**config.mk**
```make
export PLATFORM = sky130hd
export DESIGN_NAME = fir_decim_quant
export DESIGN_NICKNAME = d
export VERILOG_FILES = /design/src/rtl/fir_pkg.sv /design/src/rtl/fir_out_fifo.sv /design/src/rtl/fir_decim_quant.sv
export SDC_FILE = /design/constraint.sdc
export NUM_CORES = 1
export LEC_CHECK = 0
export ABC_AREA = 1
export CAP_MARGIN = 10
export CORE_UTILIZATION = 64
export CTS_BUF_LIST = sky130_fd_sc_hd__clkbuf_4 sky130_fd_sc_hd__clkbuf_8 sky130_fd_sc_hd__clkbuf_16
export DETAILED_ROUTE_END_ITERATION = 6
export PLACE_DENSITY = 0.95
export SKIP_LAST_GASP = 1
export SLEW_MARGIN = 20
export SYNTH_ARGS = -nofsm -noshare
export SYNTH_HDL_FRONTEND = slang
export SYNTH_HIERARCHICAL = 1
export SYNTH_SLANG_ARGS = --single-unit
export TNS_END_PERCENT = 20
```
**constraint.sdc**
```tcl
create_clock -name Clk -period 3.54 [get_ports Clk]
set_input_delay 0.708 -clock Clk [delete_from_list [all_inputs] [get_ports Clk]]
set_output_delay 0.708 -clock Clk [all_outputs]
set_load 0.01 [all_outputs]
```
**src/rtl/fir_pkg.sv**
```systemverilog
// rtl/fir_pkg.sv - shared FIR width constants and the round/saturate helper
// Purpose: default sample widths for the FIR chain, and the quantizer used on
//          decimated sums. Shared with the fir_4tap benches.
// Ports:   none (package)
// Config:  FIR_DECIM_SAT_EN is not read here; callers pass the saturation
//          enable so one helper serves both builds.
package fir_pkg;

  localparam int FIR_IN_W  = 16;
  localparam int FIR_OUT_W = 8;

  // Round half up, arithmetic shift, then optionally clamp to a signed out_w
  // range. Evaluated at 32 bits, so the accumulator plus rounding bias must
  // fit in 31 bits. Callers keep the low out_w bits; with sat=0 that is the
  // two's complement wrap.
  function automatic logic signed [31:0] round_sat(input logic signed [31:0] sum,
                                                   input int shift,
                                                   input int out_w,
                                                   input bit sat);
    logic signed [31:0] r;
    logic signed [31:0] hi;
    logic signed [31:0] lo;
    r  = (sum + (32'sd1 <<< (shift - 1))) >>> shift;
    hi = (32'sd1 <<< (out_w - 1)) - 32'sd1;
    lo = -(32'sd1 <<< (out_w - 1));
    if (sat) begin
      if (r > hi) r = hi;
      else if (r < lo) r = lo;
    end
    return r;
  endfunction

endpackage

```
**src/rtl/fir_out_fifo.sv**
```systemverilog
// rtl/fir_out_fifo.sv - synchronous first-word-fall-through output FIFO
// Purpose: buffers quantized results between the decimator and a stalling
//          consumer. The head word is visible on o_data while not empty.
// Ports:   Clk, Rst (sync, active high)
//          i_push/i_data  write request; ignored when full unless popping
//          i_pop          read request; ignored when empty
//          o_data         head word, 0 when empty
//          o_full, o_empty, o_count (0..DEPTH)
module fir_out_fifo #(
  parameter int W     = 8,
  parameter int DEPTH = 4
) (
  input  logic                       Clk,
  input  logic                       Rst,
  input  logic                       i_push,
  input  logic [W-1:0]               i_data,
  input  logic                       i_pop,
  output logic [W-1:0]               o_data,
  output logic                       o_full,
  output logic                       o_empty,
  output logic [$clog2(DEPTH):0]     o_count
);

  localparam int PW = $clog2(DEPTH);

  logic [W-1:0]  r_mem [DEPTH];
  logic [PW-1:0] r_wr;
  logic [PW-1:0] r_rd;
  logic [PW:0]   r_cnt;
  logic          w_do_push;
  logic          w_do_pop;

  assign o_full    = (r_cnt == (PW+1)'(DEPTH));
  assign o_empty   = (r_cnt == '0);
  assign o_count   = r_cnt;
  assign o_data    = o_empty ? '0 : r_mem[r_rd];
  assign w_do_pop  = i_pop & ~o_empty;
  // A full FIFO still accepts a write when the head leaves on the same edge.
  assign w_do_push = i_push & (~o_full | w_do_pop);

  always_ff @(posedge Clk) begin
    if (w_do_push) r_mem[r_wr] <= i_data;
  end

  always_ff @(posedge Clk) begin
    if (Rst) begin
      r_wr  <= '0;
      r_rd  <= '0;
      r_cnt <= '0;
    end else begin
      if (w_do_push) r_wr <= r_wr + 1'b1;
      if (w_do_pop)  r_rd <= r_rd + 1'b1;
      case ({w_do_push, w_do_pop})
        2'b10:   r_cnt <= r_cnt + 1'b1;
        2'b01:   r_cnt <= r_cnt - 1'b1;
        default: r_cnt <= r_cnt;
      endcase
    end
  end

endmodule

```
**src/rtl/fir_decim_quant.sv**
```systemverilog
// rtl/fir_decim_quant.sv - integrate-and-dump decimator with round/saturate and output FIFO
// Purpose: sums DECIM enabled input samples, quantizes the sum to OUT_W bits
//          and queues the result for a valid/ready consumer.
// Ports:   Clk, Rst (sync, active high)
//          In_en, Din           input sample stream (Din signed IN_W)
//          Dout, Dout_valid     FIFO head, Dout is 0 while not valid
//          Dout_ready           consumer accepts the head this cycle
//          Ovf                  sticky, a result was dropped on a full FIFO
// Config:  FIR_DECIM_SAT_EN defined -> saturate; undefined -> wrap to OUT_W.
module fir_decim_quant import fir_pkg::*; #(
  parameter int IN_W       = FIR_IN_W,
  parameter int OUT_W      = FIR_OUT_W,
  parameter int DECIM      = 4,
  parameter int SHIFT      = 10,
  parameter int FIFO_DEPTH = 4
) (
  input  logic                    Clk,
  input  logic                    Rst,
  input  logic                    In_en,
  input  logic signed [IN_W-1:0]  Din,
  output logic signed [OUT_W-1:0] Dout,
  output logic                    Dout_valid,
  input  logic                    Dout_ready,
  output logic                    Ovf
);

  localparam int CW = $clog2(DECIM);
  localparam int AW = IN_W + CW;
`ifdef FIR_DECIM_SAT_EN
  localparam bit SAT_EN = 1'b1;
`else
  localparam bit SAT_EN = 1'b0;
`endif

  logic signed [AW-1:0]  r_acc;
  logic [CW-1:0]         r_cnt;
  logic [OUT_W-1:0]      r_q;
  logic                  r_qv;
  logic                  r_ovf;

  logic signed [AW-1:0]  w_din_ext;
  logic signed [AW-1:0]  w_sum;
  logic [OUT_W-1:0]      w_q;
  logic                  w_dump;
  logic                  w_pop;
  logic                  w_full;
  logic                  w_empty;
  logic [OUT_W-1:0]      w_fifo_data;
  logic [$clog2(FIFO_DEPTH):0] w_fifo_count;

  assign w_din_ext = $signed({{(AW-IN_W){Din[IN_W-1]}}, Din});
  assign w_sum     = r_acc + w_din_ext;
  assign w_dump    = In_en && (r_cnt == CW'(DECIM - 1));
  // Keeping the low OUT_W bits is the wrap behaviour when saturation is off.
  assign w_q       = OUT_W'(round_sat(32'(w_sum), SHIFT, OUT_W, SAT_EN));
  assign w_pop     = Dout_ready & ~w_empty;

  always_ff @(posedge Clk) begin
    if (Rst) begin
      r_acc <= '0;
      r_cnt <= '0;
      r_q   <= '0;
      r_qv  <= 1'b0;
      r_ovf <= 1'b0;
    end else begin
      if (In_en) begin
        if (w_dump) begin
          r_acc <= '0;
          r_cnt <= '0;
        end else begin
          r_acc <= w_sum;
          r_cnt <= r_cnt + 1'b1;
        end
      end
      // The held result is consumed (written or dropped) every edge it is valid.
      if (w_dump) r_q <= w_q;
      r_qv <= w_dump;
      if (r_qv && w_full && !w_pop) r_ovf <= 1'b1;
    end
  end

  fir_out_fifo #(
    .W     (OUT_W),
    .DEPTH (FIFO_DEPTH)
  ) u_fifo (
    .Clk     (Clk),
    .Rst     (Rst),
    .i_push  (r_qv),
    .i_data  (r_q),
    .i_pop   (w_pop),
    .o_data  (w_fifo_data),
    .o_full  (w_full),
    .o_empty (w_empty),
    .o_count (w_fifo_count)
  );

  assign Dout       = $signed(w_fifo_data);
  assign Dout_valid = ~w_empty;
  assign Ovf        = r_ovf;

endmodule

```
Word level (Yosys, flattened, before mapping) --
Memories as Yosys holds them, arrays and structs flattened. A register that Yosys moved wholly into a read port is not among the register bits. Cells that the tools add are included.
Word-level totals: bits in registers 37, latch bits 0, bits in writable memories 32, memory bits (read-only) 0, input bits 20, output and inout port bits 10, logic and storage cells 40, memories 1
Memory list:
- u_fifo.r_mem | words 4, width 8, read ports 1, clocked after memory_dff 1, write ports 1, line fir_out_fifo.sv:26 | logic [W-1:0] r_mem [DEPTH];
Cells by class: add/subtract/negate cells 7, $mul 0, div/mod/pow operators 0, $lt $le $gt $ge 0, eq/ne operators 4, shift-type cells 0, multiplexer cells 8, bitwise gates (word level) 6, reductions and logical operators 6
Operator list (number):
- $add A18 B11 Y18 const B | 1
- $add A18 B16 Y18 | 1
- $mux W18 | 1
- $mux W8 | 1
- $add A2 B1 Y2 const B | 3
- $mux W2 | 3
- $pmux W3 S2 | 1
- $eq A2 B2 Y1 const B | 2
- $add A3 B1 Y3 const B | 1
- $and A1 B1 Y1 | 3
- $eq A3 B3 Y1 const B | 1
- $logic_and A1 B1 Y1 | 3
- $logic_not A3 Y1 | 1
- $sub A3 B1 Y3 const B | 1
- $eq A2 B1 Y1 const B | 1
- $mux W1 | 2
- $not A1 Y1 | 2
- $reduce_bool A2 Y1 | 1
- $logic_not A1 Y1 | 1
- $or A1 B1 Y1 | 1

Depth between registers and ports, before layout --
word-level depth 8, mapped depth 19, gate-level depth less buffers 19

By module --
Netlist, hierarchy kept.
Modules (own cells, without submodules):
- fir_decim_quant | times used 1, cells each 418, area each 2507.4 µm², sequential area each 600.6 µm²
- fir_out_fifo | times used 1, cells each 168, area each 1756.7 µm², sequential area each 1141.1 µm²

Least setup slack after synthesis --
Ideal clock, no wire load.
kind in2reg, start point input port Din[0], end point register r_q[6], setup time 109 ps, arrival 2313 ps, data required time 3431 ps, slack 1119 ps, stages on the path 17, path buffers 0, cell sequence ha_1 inv_1 fa_1 inv_1 nand2_1 nand2_1 nand4_1 nand3_2 nand2_2 nand2_2 nand2_2 nor2_4 nand2_1 nand2_1 nand3_1 nand2_1 inv_1
Between the ends: longest elaborated chain between the ends 2
Ends and longest elaborated chain:
- start: declaration | line fir_decim_quant.sv:20 | input logic signed [IN_W-1:0] Din,
- $add A18 B16 Y18 | line fir_decim_quant.sv:52 | assign w_sum = r_acc + w_din_ext;
- $add A18 B11 Y18 | line fir_pkg.sv:23 | r = (sum + (32'sd1 <<< (shift - 1))) >>> shift;
- end signal: assignment | line fir_decim_quant.sv:76 | if (w_dump) r_q <= w_q;
- end: declaration | line fir_decim_quant.sv:37 | logic [OUT_W-1:0] r_q;
Every way passes these cells. A chain may end at the register's enable or synchronous reset.

Worst setup path in the final report --
start point register u_fifo.r_cnt[1] (netlist: u_fifo/o_count[1]), end point memory u_fifo.r_mem[0][1], enable pin
Between the ends: longest elaborated chain between the ends 8, elaborated cells between the ends (all ways) 10, classes of those cells eq/ne (1); mux (2); bitwise (6); reduce/logical (1)
Ends and longest elaborated chain:
- start: declaration | line fir_out_fifo.sv:29 | logic [PW:0] r_cnt;
- start signal: assignment | line fir_out_fifo.sv:54 | 2'b10: r_cnt <= r_cnt + 1'b1;
- start signal: assignment | line fir_out_fifo.sv:55 | 2'b01: r_cnt <= r_cnt - 1'b1;
- start signal: assignment | line fir_out_fifo.sv:56 | default: r_cnt <= r_cnt;
- $logic_not A3 Y1 | line fir_out_fifo.sv:34 | assign o_empty = (r_cnt == '0);
- via w_empty | line fir_decim_quant.sv:47 | logic w_empty;
- $not A1 Y1 | line fir_decim_quant.sv:56 | assign w_pop = Dout_ready & ~w_empty;
- $and A1 B1 Y1 | line fir_decim_quant.sv:56
- via w_pop | line fir_decim_quant.sv:45 | logic w_pop;
- $and A1 B1 Y1 | line fir_out_fifo.sv:37 | assign w_do_pop = i_pop & ~o_empty;
- $or A1 B1 Y1 | line fir_out_fifo.sv:39 | assign w_do_push = i_push & (~o_full | w_do_pop);
- $and A1 B1 Y1 | line fir_out_fifo.sv:39
- $mux W1 | line fir_out_fifo.sv:42 | if (w_do_push) r_mem[r_wr] <= i_data;
- $mux W1 (not written as such) | line fir_out_fifo.sv:42
- end: declaration | line fir_out_fifo.sv:26
The timed path passes the listed nets, and every way through them passes these cells.

==> flow_metrics.env <==
export IMPL_status="finished, final reports clean"
export IMPL_tritoncts_num_buffers=9
export IMPL_ys_seq_elements=71
export IMPL_yosysTopAreaCell="edfxtp_1"
export IMPL_drt_wirelength_per_cell_microns=13.9
export IMPL_critPathBufInv=2
export IMPL_floorplan_initialDensity_pct=66.8
export IMPL_area_growth_pct=13.4
export IMPL_async_flop_share_pct=0
export IMPL_metal_1_wl_microns=3850
export IMPL_netlist_instances=586
export IMPL_routed_top_layer="met4"
export IMPL_path_max_fanout=10
export IMPL_post_route_core_utilization_pct=75.7
export IMPL_max_vdd_ir_drop_mv=0.291
export IMPL_clockRootBuffer="clkbuf_8"
export IMPL_drcViolationCount=0
export IMPL_grt_pass1_wl_microns=16300
export IMPL_cts_tree="yes"
export IMPL_worst_endpoint_arrival_ns=2.85
export IMPL_syn_area_sq_mm=0.00426
export IMPL_drv_cap=0
export IMPL_post_syn_nets=631
export IMPL_worst_path_largest_cell_delay_ns=0.71
export IMPL_floorplan_die_area_sq_mm=0.00699
export IMPL_num_vias=3848
export IMPL_post_cts_setup_repair_buffer_count=0
export IMPL_timing_critical_path_max_delay_family="simple AND/OR/NAND/NOR gates"
export IMPL_grt_pass1_vias=3717
export IMPL_finalClockSkew_ns=0.0126
export IMPL_grt_max_degree=20
export IMPL_placement_rows=29
export IMPL_place_ws_ns=0.414
export IMPL_global_route_usage_total_pct=29.5
export IMPL_drt_pass1_iterations=6
export IMPL_synth_area_top_cells="edfxtp_1 23%, dfxtp_1 18%, nand2_1 14%, inv_1 8.0%, ha_1 6.7%"
export IMPL_avgSynthCellArea_sq_um=7.28
export IMPL_antenna_found_initial=0
export IMPL_synth_distinct_cells=35
export IMPL_synth_sequential_area_ratio_pct=40.8
export IMPL_multiInputGateArea_sq_mm=0.00210
export IMPL_dpl_hpwl_microns=7120
export IMPL_hold_viol_final=0
export IMPL_io_buffer_count=29
export IMPL_antennaDiodeCount=0
export IMPL_drc_violation_total_after_the_first_tritonroute_iteration=165
export IMPL_fin_nets=664
export IMPL_hp_class="reg2reg"
export IMPL_p_per_area_mw_per_mm2=444
export IMPL_setup_tns_ns=0
export IMPL_hold_slack_ns=0.470
export IMPL_met3WireLength_microns=576
export IMPL_number_of_enable_type_register_cells_in_the_synthesized_netlist=32
export IMPL_rsz0062_at_grt="no"
export IMPL_route_detailed_vias_per_inst=5.49
export IMPL_yosys_cell_count_top_type="nand2_1"
export IMPL_postRouteWirelength_microns=9720
export IMPL_ys_flop_type="dfxtp_1"
export IMPL_cp_slowest_cell="nor2_1"
export IMPL_final_setup_viol_count=0
export IMPL_resized_gates_after_cts=0
export IMPL_worstPathRequired_ns=3.52
export IMPL_clock_sinks=71
export IMPL_layout_area_seq_sq_mm=0.00174
export IMPL_final_estimated_routing_congestion_in_global_placement=0.927
export IMPL_classification_of_the_worst_setup_path="reg2reg"
export IMPL_holdBufCountCts=0
export IMPL_synth_warning_count=6
export IMPL_post_route_worst_setup_slack_ns=0.667
export IMPL_cts_buffer_depth=2
export IMPL_finalCritPeriodShare_pct=81.2
export IMPL_grt_overflow_total=0
export IMPL_worstMarginPinSlew_ns=0.876
export IMPL_worst_skew_pair_late_latency_ns=0.36
export IMPL_slew_limit_headroom_pct=41.4
export IMPL_htree_num_levels=3
export IMPL_max_freq_mhz=348
export IMPL_timing_critical_path_mode_cell="nor2_1"
export IMPL_critical_path_cell_chain="nor2_2 > nand2_2 > clkinv_1 > nor2_1 > inv_1 > nand3_1 > nand2_1 > nor2_1"
export IMPL_fp_coreArea_sq_mm=0.00639
export IMPL_chipHeight_microns=83.6
export IMPL_ioPinCount=30
export IMPL_fillers=482
export IMPL_p_leak_nw=2.29
export IMPL_critPathCaptureType="register"
export IMPL_final_period_minus_worst_setup_slack_ns=2.87
export IMPL_clk_transition_reported_paths_ns=0.09
export IMPL_met2WireLength_microns=4940
export IMPL_netlist_top_cells_count="164 x nand2_1, 91 x inv_1, 70 x nor2_1, 40 x a21oi_1, 39 x dfxtp_1"
export IMPL_worstSetupStartpointType="register"
export IMPL_post_route_cells_drive_above_1_share_pct=8.65
export IMPL_drt_antenna_net_count=0
export IMPL_slew_viol_final=0
export IMPL_yosysTopAreaCellShare_pct=22.5
export IMPL_die_w_microns=83.6
-- layer usage --
metal	vias to the layer above	track usage (%)
met5	-	0
met4	0	16.8
met3	33	5.74
met2	157	52.7
met1	1747	32.7
li1	1911	-
-- cell usage in the layout, fill, tap and decap left out --
cell type,instances
o22ai_1,1
nor2_1,70
nand3_2,5
nand2_1,164
fa_1,2
o21ai_0,16
and2_1,3
xor2_1,5
clkbuf_8,9
inv_8,1
nor2_2,6
inv_2,2
o21a_1,1
clkinvlp_4,1
clkinv_1,1
inv_6,1
dfxtp_1,39
o21ai_1,10
clkdlybuf4s50_1,29
nand4_1,7
clkinv_4,2
or2_2,2
ha_1,23
nor3_1,2
buf_4,3
nor2_4,3
a21oi_1,40
nand3_1,28
nand2_2,15
bufinv_16,2
edfxtp_1,32
a211oi_1,1
a21o_1,2
xnor2_1,2
o211ai_1,1
nand2_4,2
inv_1,91
-- worst reg2reg max path, cell delays in order, from the launching register on --
cell	delay [ns]
dfxtp_1	0.42
nor2_2	0.08
nand2_2	0.10
clkinv_1	0.29
nor2_1	0.43
inv_1	0.09
nand3_1	0.19
nand2_1	0.19
nor2_1	0.71
-- worst paths after layout --
check                       end  slack (ns)  cells past startpoint         startpoint
max          u_fifo/r_mem[0][1]        0.67                      8  u_fifo/o_count[1]
min                    r_acc[5]        0.47                      2           r_acc[5]
max reg2reg  u_fifo/r_mem[0][1]        0.67                      8  u_fifo/o_count[1]
min reg2reg            r_acc[5]        0.47                      2           r_acc[5]
-- stage by stage --
step / total power [mW] / instance area [sq um] / std cells
finish: 2.15 / 4840 / 701
CTS: 2.14 / 4840 / 701
detailed placement: 1.40 / 4610 / 685
global placement: 1.39 / 4610 / 685
floorplan: 1.28 / 4260 / 586
global route: 2.25 / 4840 / 701
-- cells by family (layout without fill, tap and decap cells) --
kind of cell    after synthesis  after routing  share of synthesized area (%)
fa+ha+maj                    25             25                           7.69
compound gates               72             72                           8.77
xor+xnor                      7              7                           1.44
simple gates                307            307                           31.5
buf+inv                     104            142                           9.80
flops                        71             71                           40.8
-- layout make-up --
cell class                      instances  share of cell area (%)
Clock buffer                            9                    2.56
Clock inverter                          7                    2.17
Inverter                               94                    7.29
Multi-Input combinational cell        411                    43.5
Sequential cell                        71                    36.0
Tap cell                               77                    1.99
Timing Repair Buffer                   32                    6.47
-- power breakdown --
group	total [mW]	internal (mW)	switching (mW)
Combinational	0.495	0.177	0.317
Clock	0.754	0.406	0.347
Sequential	0.900	0.881	0.0191
-- state kept, by name, summed over array words and instances (netlist names), named ones only --
name and flops:
Ovf 1, r_acc 18, r_cnt 2, r_q 8
r_qv 1, u_fifo/o_count 3, u_fifo/r_mem 32, u_fifo/r_rd 2
u_fifo/r_wr 2
Note: power is estimated with default switching activity, not from simulation.
==> edit (config.mk and constraints unchanged) <==
The localparam `SAT_EN` goes from 1'b0 to 1'b1.
--- a/src/rtl/fir_decim_quant.sv
+++ b/src/rtl/fir_decim_quant.sv
@@ -30,5 +30,5 @@
   localparam bit SAT_EN = 1'b1;
 `else
-  localparam bit SAT_EN = 1'b0;
+  localparam bit SAT_EN = 1'b1;
 `endif
 
Function: changed (a bounded check fails within 10 cycles, from zero or initial values and one cycle with Rst high).
==> edit against the unedited design <==
- the run now ends with DRC left
- wire length decreased by 4.9%
- sequential power about the same
- synthesized cell count increased by 0.17%
- count of clock-buffer cells in the layout unchanged
- setup slack got worse by 0.30 ns
- sequential cell count unchanged
- power decreased by 2.4%
- area after synthesis decreased by 0.18%
- maximum frequency decreased by 9.4%
- cell count unchanged
- cell area decreased by 0.72%
- global-route usage decreased by 1.6 points
- critical endpoint is now r_q[6]$_SDFFE_PP0P_
- largest cell class unchanged
==> edit: results (changes against the unedited design) <==
* CP max-delay cell: clkdlybuf4s50_1 (was nor2_1)
* Number of violations reported at the end of detailed-routing iteration 0: 192 (was 165)
- Clock distribution area overhead in the final layout: 0.0425 (was 0.0473)
- The fraction of area in multi-input gates came to 0.447 (was 0.435).
* Slew at the pin closest to its max-slew limit: 0.833 ns (was 0.876 ns)
- Leakage power summed over all cells: 2.23 nW (was 2.29 nW)
* Total Routed Length: 9.24 mm (was 9.72 mm)
- Sink of the worst hold path: r_acc[4]$_SDFFE_PP0P_ (was r_acc[5]$_SDFFE_PP0P_)
* Reg2Reg Setup Slack: 0.81 ns (was 0.67 ns)
- Cell types with the highest counts after synthesis: nand2_1, nor2_1, inv_1 (was nand2_1, inv_1, nor2_1)
* Worst setup slack after placement: 0.0875 ns (was 0.414 ns)
* Net count after synthesis: 633 (was 631)
- Gate count of the mapped netlist: 587 (was 586)
- The final reports fail on DRC.
* Number of nets in the final layout: 665 (was 664)
- Proportion of synthesized chip area in sequential cells: 0.409 (was 0.408)
- The worst clock skew on the final layout came to 0.00645 ns (was 0.0126 ns).
- Area contributors post-synth: edfxtp_1, dfxtp_1, nand2_1, ha_1, nor2_1 (was edfxtp_1, dfxtp_1, nand2_1, inv_1, ha_1).
* Tcrit/Tclk final: 0.896 (was 0.812)
- Largest net degree at the start of global routing: 21 (was 20)
- First-pass iteration count of the detailed router: 7 (was 6)
* Final estimated routing congestion in global placement: 0.983 (was 0.927)
- IR drop worst, VDD: 272 uV (was 291 uV)
- The power density relative to cell area came to 437 nW/um2 (was 444 nW/um2).
* Max Fanout on Critical Path: 7 (was 10)
- The maximum cell stage delay along the critical path was 0.40 ns (was 0.71 ns).
- Post-synthesis area per instance: 7.25 um2 (was 7.28 um2)
* Dpl hpwl: 6.86 mm (was 7.12 mm)
- The startpoint of the lowest-slack register-to-register path was r_acc[3]$_SDFFE_PP0P_ (was u_fifo/o_count[1]$_SDFFE_PP0P_).
- The relative area of non-clock buffer cells in the final design was 0.0651 (was 0.0647).
* DRC violations left: 2 (was 0)
* Run status: finished, violations left (was completed)
* Global-route wire length before repair: 15.7 mm (was 16.3 mm)
- The overall track demand over capacity in global routing came to 0.280 (was 0.295).
- The launch point of the worst path is Din[2] (was u_fifo/o_count[1]$_SDFFE_PP0P_).
- Via count of the first global-routing pass: 3,756 (was 3,717)
* Comb_multi_in: 425 (was 411)
- The number of fill cells in the layout came to 464 (was 482).
- Placement-stage cell area: 4600 um2 (was 4610 um2)
- The smallest hold slack is 0.474 ns (was 0.470 ns).
==> edit: report_power, final <==
part,total [W],switching [W],internal [W]
Sequential,0.000900,0.0000193,0.000881
Combinational,0.000519,0.000334,0.000185
Clock,0.000677,0.000342,0.000335
Total,0.00210,0.000696,0.00140
==> edit: layer usage <==
metal | up-vias | track usage | routed length (um)
met2 | 146 | 0.517 | 4700
met5 | - | 0 | 0
li1 | 1941 | - | -
met4 | 0 | 0.153 | 320
met1 | 1777 | 0.301 | 3740
met3 | 29 | 0.0504 | 486
==> edit: worst min-delay path: stages (launching register included) <==
cell	delay, ns
dfxtp_1	0.32
nand2_1	0.06
a21oi_1	0.05
==> edit: cells by family (layout without fill, tap and decap cells) <==
kind of cell,Yosys count,after routing,share of synthesized area
compound gates,73,73,0.0882
fa+ha+maj,26,26,0.0800
simple gates,318,318,0.320
xor+xnor,8,8,0.0165
buf+inv,91,128,0.0864
flops,71,71,0.409
